$ cat config.mk
export PLATFORM = sky130hd
export DESIGN_NAME = seq_serializer_msb_flat
export DESIGN_NICKNAME = d
export VERILOG_FILES = /design/src/rtl/seq_pkg.sv /design/src/rtl/seq_serializer_msb_if.sv /design/src/rtl/seq_serializer_msb.sv /design/src/flat_wrapper.sv
export SDC_FILE = /design/constraint.sdc
export NUM_CORES = 1
export LEC_CHECK = 0
export BUFFER_PORTS_ARGS = -buffer_cell sky130_fd_sc_hd__buf_2
export CAP_MARGIN = 20
export CORE_MARGIN = 2
export CORE_UTILIZATION = 40
export DETAILED_ROUTE_END_ITERATION = 16
export PLACE_DENSITY = 0.63
export RECOVER_POWER = 100
export SYNTH_ARGS = -nofsm -noshare
export SYNTH_HDL_FRONTEND = slang
export SYNTH_SLANG_ARGS = --single-unit
export TNS_END_PERCENT = 5
$ cat constraint.sdc
create_clock -name clk -period 1.5 [get_ports clk]
set_input_delay 0 -clock clk [delete_from_list [all_inputs] [get_ports clk]]
set_output_delay 0 -clock clk [all_outputs]
set_load 0.02 [all_outputs]
$ cat src/rtl/seq_pkg.sv
// Shared definitions for the serializer and the single-bit sequence detectors it feeds.
package seq_pkg;

    localparam logic STATE_IDLE  = 1'b0;
    localparam logic STATE_SHIFT = 1'b1;

    typedef enum logic {
        IDLE  = STATE_IDLE,
        SHIFT = STATE_SHIFT
    } state_e;

    // Line level between words; drives detectors back to their start state.
    localparam logic       BIT_IDLE    = 1'b0;
    localparam logic [3:0] PAT_1110    = 4'b1110;
    localparam int         PAT_1110_W  = 4;

endpackage

$ cat src/rtl/seq_serializer_msb_if.sv
// Parallel word in (val/rdy) and serial bit stream out.
interface seq_serializer_msb_if #(parameter int nbits = 8);

    logic [nbits-1:0] in_;
    logic             in_val;
    logic             in_rdy;
    logic             out;
    logic             out_val;

    modport master (output in_, output in_val, input in_rdy, input out, input out_val);
    modport slave  (input in_, input in_val, output in_rdy, output out, output out_val);

endinterface

$ cat src/rtl/seq_serializer_msb.sv
// MSB-first parallel-to-serial stage; reloads on the last bit for back-to-back words.
module seq_serializer_msb
    import seq_pkg::*;
#(
    parameter int nbits = 8
) (
    input  logic                 clk,
    input  logic                 reset,
    seq_serializer_msb_if.slave  bus
);

    localparam int              CW   = $clog2(nbits);
    localparam logic [CW-1:0]   LAST = CW'(nbits - 1);

    state_e           state, state_nx;
    logic [nbits-1:0] shreg, shreg_nx;
    logic [CW-1:0]    count, count_nx;
    logic             rdy;
    logic             xfer;

    // count==0 in SHIFT means the final bit is on the line, so a new word may load now.
    assign rdy         = !reset && (state == IDLE || count == '0);
    assign xfer        = bus.in_val && rdy;
    assign bus.in_rdy  = rdy;
    assign bus.out     = (state == SHIFT) ? shreg[nbits-1] : BIT_IDLE;
    assign bus.out_val = (state == SHIFT);

    always_comb begin
        state_nx = state;
        shreg_nx = shreg;
        count_nx = count;
        case (state)
            IDLE: begin
                if (xfer) begin
                    shreg_nx = bus.in_;
                    count_nx = LAST;
                    state_nx = SHIFT;
                end
            end
            SHIFT: begin
                if (count != '0) begin
                    shreg_nx = shreg << 1;
                    count_nx = count - 1'b1;
                end else if (xfer) begin
                    shreg_nx = bus.in_;
                    count_nx = LAST;
                end else begin
                    state_nx = IDLE;
                    shreg_nx = '0;
                end
            end
        endcase
    end

    always_ff @(posedge clk) begin
        if (reset) begin
            state <= IDLE;
            shreg <= '0;
            count <= '0;
        end else begin
            state <= state_nx;
            shreg <= shreg_nx;
            count <= count_nx;
        end
    end

endmodule

$ cat src/flat_wrapper.sv
// flat-port wrapper written by rule: the top's interface ports become plain ports
module seq_serializer_msb_flat import seq_pkg::*;
#(
    parameter int nbits = 8
)
  (clk, reset, bus_in_, bus_in_val, bus_in_rdy, bus_out, bus_out_val);
  seq_serializer_msb_if #(.nbits(nbits)) bus_i ();
  input  logic clk;
  input  logic reset;
  input wire logic [$bits(bus_i.in_)-1:0] bus_in_;
  input wire logic [$bits(bus_i.in_val)-1:0] bus_in_val;
  output wire logic [$bits(bus_i.in_rdy)-1:0] bus_in_rdy;
  output wire logic [$bits(bus_i.out)-1:0] bus_out;
  output wire logic [$bits(bus_i.out_val)-1:0] bus_out_val;
  assign bus_i.in_ = bus_in_;
  assign bus_i.in_val = bus_in_val;
  assign bus_in_rdy = bus_i.in_rdy;
  assign bus_out = bus_i.out;
  assign bus_out_val = bus_i.out_val;
  seq_serializer_msb #(.nbits(nbits)) u_core (.clk(clk), .reset(reset), .bus(bus_i));
endmodule
After elaboration in Yosys (flattened, before gate mapping):

Index checks and enable logic that the tools add are counted.

* order comparisons: 0
* bitwise operators: 1
* equality and inequality tests: 1
* div/mod/pow operators: 0
* $mul: 0
* shift-type cells: 0
* muxes and demuxes: 11
* add/subtract/negate cells: 1
* reductions and logical operators: 6

Operators by type and width (number)
* two-way mux 8 bit: 3
* case mux 8 bit (2 select lines): 1
* two-way mux 3 bit: 2
* case mux 3 bit (2 select lines): 1
* zero test 3 bit: 1
* two-way mux 1 bit: 3
* nonzero test 3 bit: 1
* subtractor 3 x 1 -> 3 bit, second input constant: 1
* logical AND 1 bit: 2
* != test 2 x 1 -> 1 bit, second input constant: 1
* case mux 1 bit (2 select lines): 1
* zero test 1 bit: 1
* logical OR 1 bit: 1
* inverter 1 bit: 1

* bits in latches: 0
* input bits: 11
* flip-flop bits (word level): 12
* ROM bits: 0
* memory bits (writable): 0
* word-level logic and storage cells: 23
* output and inout port bits: 3
* memories kept: 0

Logic depth before layout (Yosys ltp):

* word-level depth: 7
* gate-level depth with buffers: 6
* gate-level depth less buffers: 5

Worst setup path after synthesis:

Ideal clock, no wire load.

* path type: flip-flop to flip-flop
* start: register u_core.count[1]
* end: register u_core.count[1]
* period minus slack after synthesis: 1.211 ns
* path buffers: 1
* arrival: 1.078 ns
* library setup time: 0.133 ns
* stages on the path, launching flop included: 7
* path slack: 0.289 ns
* required time: 1.367 ns
* cell sequence: dfxtp_1 > inv_1 > ha_1 > nand2b_4 > buf_8 > a211oi_4 > a311oi_2

* cells in the longest elaborated chain, start to end: 7
* elaborated cells between the ends (all ways): 9
* classes of those cells: add/sub: 1; mux: 3; reduce/logical: 5

Ends and longest elaborated chain
* start, declared: line seq_serializer_msb.sv:17 `logic [CW-1:0] count, count_nx;`
* start signal, assigned: line seq_serializer_msb.sv:63 `count <= count_nx;`
* zero test 3 bit: line seq_serializer_msb.sv:22 `assign rdy = !reset && (state == IDLE || count == '0);`
* logical OR 1 bit: line seq_serializer_msb.sv:22
* logical AND 1 bit: line seq_serializer_msb.sv:22
* logical AND 1 bit: line seq_serializer_msb.sv:23 `assign xfer = bus.in_val && rdy;`
* two-way mux 3 bit
* two-way mux 3 bit: line seq_serializer_msb.sv:41 `if (count != '0) begin`
* case mux 3 bit (2 select lines) (*): line seq_serializer_msb.sv:32 `case (state)`

Every way passes the cells marked *; elsewhere a longest branch is shown, timed or not.
A chain may end at the register's enable or synchronous reset.

Worst setup path after layout:

* start: register u_core.count[0]
* end: output bus_in_rdy

* cells in the longest elaborated chain, start to end: 3

Ends and longest elaborated chain
* zero test 3 bit: line seq_serializer_msb.sv:22
* logical OR 1 bit: line seq_serializer_msb.sv:22
* logical AND 1 bit: line seq_serializer_msb.sv:22
* end, declared: line flat_wrapper.sv:12 `output wire logic [$bits(bus_i.in_rdy)-1:0] bus_in_rdy;`

No other way between the ends.

==> metrics.md <==
| Metric | Value |
|---|---|
| Area growth, synth to finish | `11.2%` |
| CP peak stage delay | `330 ps` |
| Worst-Skew Late Latency | `280 ps` |
| Cell Chain, Critical Path | `inv_1, ha_2, nand2b_4, a21oi_1, buf_2` |
| Worst min-delay path class | `in2reg` |
| GRT Total Usage | `16.0%` |
| Slew @ Worst Pin | `403 ps` |
| Layout cells sized above 1 | `23.3%` |
| Remaining global-route overflow | `0` |
| Largest net degree at the start of global routing | `22` |
| Gr busiest metal | `met2` |
| Global placement routability congestion | `0.700` |
| HPWL reported at the end of detailed placement | `877 µm` |
| Worst hold margin | `46.2 ps` |
| Pleak | `0.315 nW` |
| Most numerous cell in the Yosys netlist | `dfxtp_1` |
| Placeable Area | `1560 µm²` |
| Post-synthesis sequential area ratio | `35.3%` |
| Post-Syn Instances | `78` |
| Final hold vios | `0` |
| Fmax | `0.710 GHz` |
| RR Startpoint | `u_core.count[0]` |
| Period utilization | `93.9%` |
| # DRC | `0` |
| Status | `complete, no violations` |
| Total iterations of the first detailed-routing run | `4` |
| Root Buffer | `clkbuf_4` |
| CP max stage cell | `dfxtp_1` |
| Origin of the worst setup path | `u_core.count[0]` |
| Met1 GRT Util | `17.3%` |
| Maximum VDD drop | `0.586 mV` |
| Setup Skew | `1.62 ps` |
| Antenna violations before repair | `0` |
| Primary FF master, synth | `dfxtp_1` |
| CP top delay family | `flip-flops` |
| Die Y | `45.3 µm` |
| Vias in the first global route | `541` |
| Core Util, Final | `48.6%` |
| Setup repair bufs after CTS | `0` |
| CP endpoint kind | `output port` |
| # IOs | `14` |
| Top post-synthesis cells by count | `12 x dfxtp_1, 9 x a21o_1, 9 x nand2_1` |
| Cts hold-fix bufs | `0` |
| Reg clk slew, reported paths | `70 ps` |
| Global routing usage on met3 | `7.20%` |
| Post-synth cell types | `22` |
| Max Buffers Root-to-Sink | `2` |
| CTS Sinks | `12` |
| Critical path depth | `5` |
| Initial DRC Count | `9` |
| Crit Path Max Fanout | `11` |
| Unrepaired setup endpoints after global routing | `false` |
| Final WL | `1390 µm` |
| Post-Syn Area | `681 µm²` |
| Wire per inst | `13.1 µm` |
| Final Max Slew Viols | `0` |
| CTS tree | `yes` |
| Synth async-reset ratio | `0%` |
| Syn_nets | `91` |
| Pwr Density | `992 nW/µm²` |
| Syn avg cell area | `8.73 µm²` |
| Setup TNS | `0 ps` |
| H-tree depth | `1` |
| Vias | `618` |
| Post-layout minimum cycle time | `1410 ps` |
| # nets final | `105` |
| GR Util met2 | `26.0%` |
| Top cells by area, synth | `dfxtp_1 35%, a21o_1 9.9%, nand3b_1 7.7%` |
| Detail Route Antenna Nets | `0` |
| Global-route wire length before repair | `2270 µm` |
| WS Path Type | `reg2out` |
| Required @ worst endpoint | `1500 ps` |
| Die width | `45.3 µm` |
| IO buf count | `13` |
| Final setup violation count | `0` |
| Slew margin rel. | `73.1%` |
| Initial Util | `43.7%` |
| Reg2reg end | `u_core.shreg[1]` |
| Max-Cap Viols | `0` |
| Total power | `751 µW` |
| Number of synthesized flops with an enable pin | `0` |
| Buffers and inverters on the worst path | `2` |
| Vias/cell | `5.83` |
| ANT cells | `0` |
| Leading area contributor after synthesis | `dfxtp_1` |
| Critical path launch point type | `flop` |
| Setup crit end | `bus_in_rdy` |
| Synth top area share | `35.3%` |
| #FFs+latches synth | `12` |
| R2R depth | `5` |
| Cell Rows | `14` |
| Critical path arrival | `1410 ps` |
| CTS Buf Count | `3` |
| Die ar. | `2050 µm²` |
| Fillers | `168` |
| Reg2reg setup slack | `140 ps` |
| Synth Warn # | `0` |
-- worst min-delay path: cells and delay by family --
kind                   cells  cell delay (ps)
buffers and inverters      1              100
and+or+nand+nor            1               50
AOI/OAI and AO/OA          2              130
-- logic make-up after synthesis --
logic type | Yosys count | share of synthesized area, %
AOI/OAI and AO/OA | 25 | 28.3
adders and majority gates | 2 | 3.68
buffers and inverters | 10 | 9.19
DFF | 12 | 35.3
and+or+nand+nor | 29 | 23.5
-- how the worst min path moves through the flow --
stage / startpoint / end / slack, ps / cells after the start
global placement: bus_in_[0] / u_core.shreg[0] / 330 / 4
detailed placement: bus_in_[0] / u_core.shreg[0] / 340 / 4
floorplan: reset / u_core.count[1] / 70 / 1
finish: bus_in_[0] / u_core.shreg[0] / 50 / 4
CTS: bus_in_[0] / u_core.shreg[0] / 50 / 4
global route: bus_in_[3] / u_core.shreg[3] / 50 / 4
-- metal layers --
metal	vias to the layer above	share of wire (%)
li1	310	-
met2	17	48
met4	0	1.9
met3	5	5.5
met1	286	44
met5	-	0
-- flip-flops by register name, indices dropped and copies added (netlist names) --
| name | flops |
|---|---|
| u_core.bus.out_val | 1 |
| u_core.count | 3 |
| u_core.shreg | 8 |
-- placed cells by master (no fill, tap or decap), drive strengths merged, types with 2 or more instances in the layout --
master  count
nand2b      3
a311oi      2
nand3b      7
a211oi      4
nand3       7
nand2       9
nor2        2
buf        14
ha          2
a31oi       7
inv         3
clkbuf      4
a21o        9
a21oi       3
dfxtp      12
-- area by class of cell --
cell class / instances / area [µm²] / share of cell area [%]
tap: 16 / 20.0 / 2.64
timing repair buffer: 15 / 76.3 / 10.1
clock buffer: 3 / 22.5 / 2.98
inverter: 3 / 11.3 / 1.49
multi-input combinational: 57 / 387 / 51.1
sequential: 12 / 240 / 31.7
-- through the flow --
| step | std cells | setup WS (ps) | cell area [µm²] |
|---|---|---|---|
| 3_5_place_dp | 102 | 135 | 729 |
| 5_1_grt | 106 | 17.2 | 757 |
| 2_1_floorplan | 78 | 289 | 681 |
| 3_3_place_gp | 102 | 197 | 729 |
| 4_1_cts | 105 | 4.42 | 752 |
| 6_report | 106 | 91.0 | 757 |
-- timing repair --
action,in CTS,in global routing
endpoints found under the hold margin,0,0
resized for setup,0,1
endpoints found under the setup margin,0,1
-- where the power goes --
part           internal [mW]  total, mW  switching (mW)  leakage, nW
combinational         0.0761      0.179           0.103        0.201
sequential             0.346      0.367          0.0217       0.0994
clock                 0.0933      0.204           0.111       0.0138
total                  0.515      0.751           0.236        0.315
Note: power is estimated with default switching activity, not from simulation.
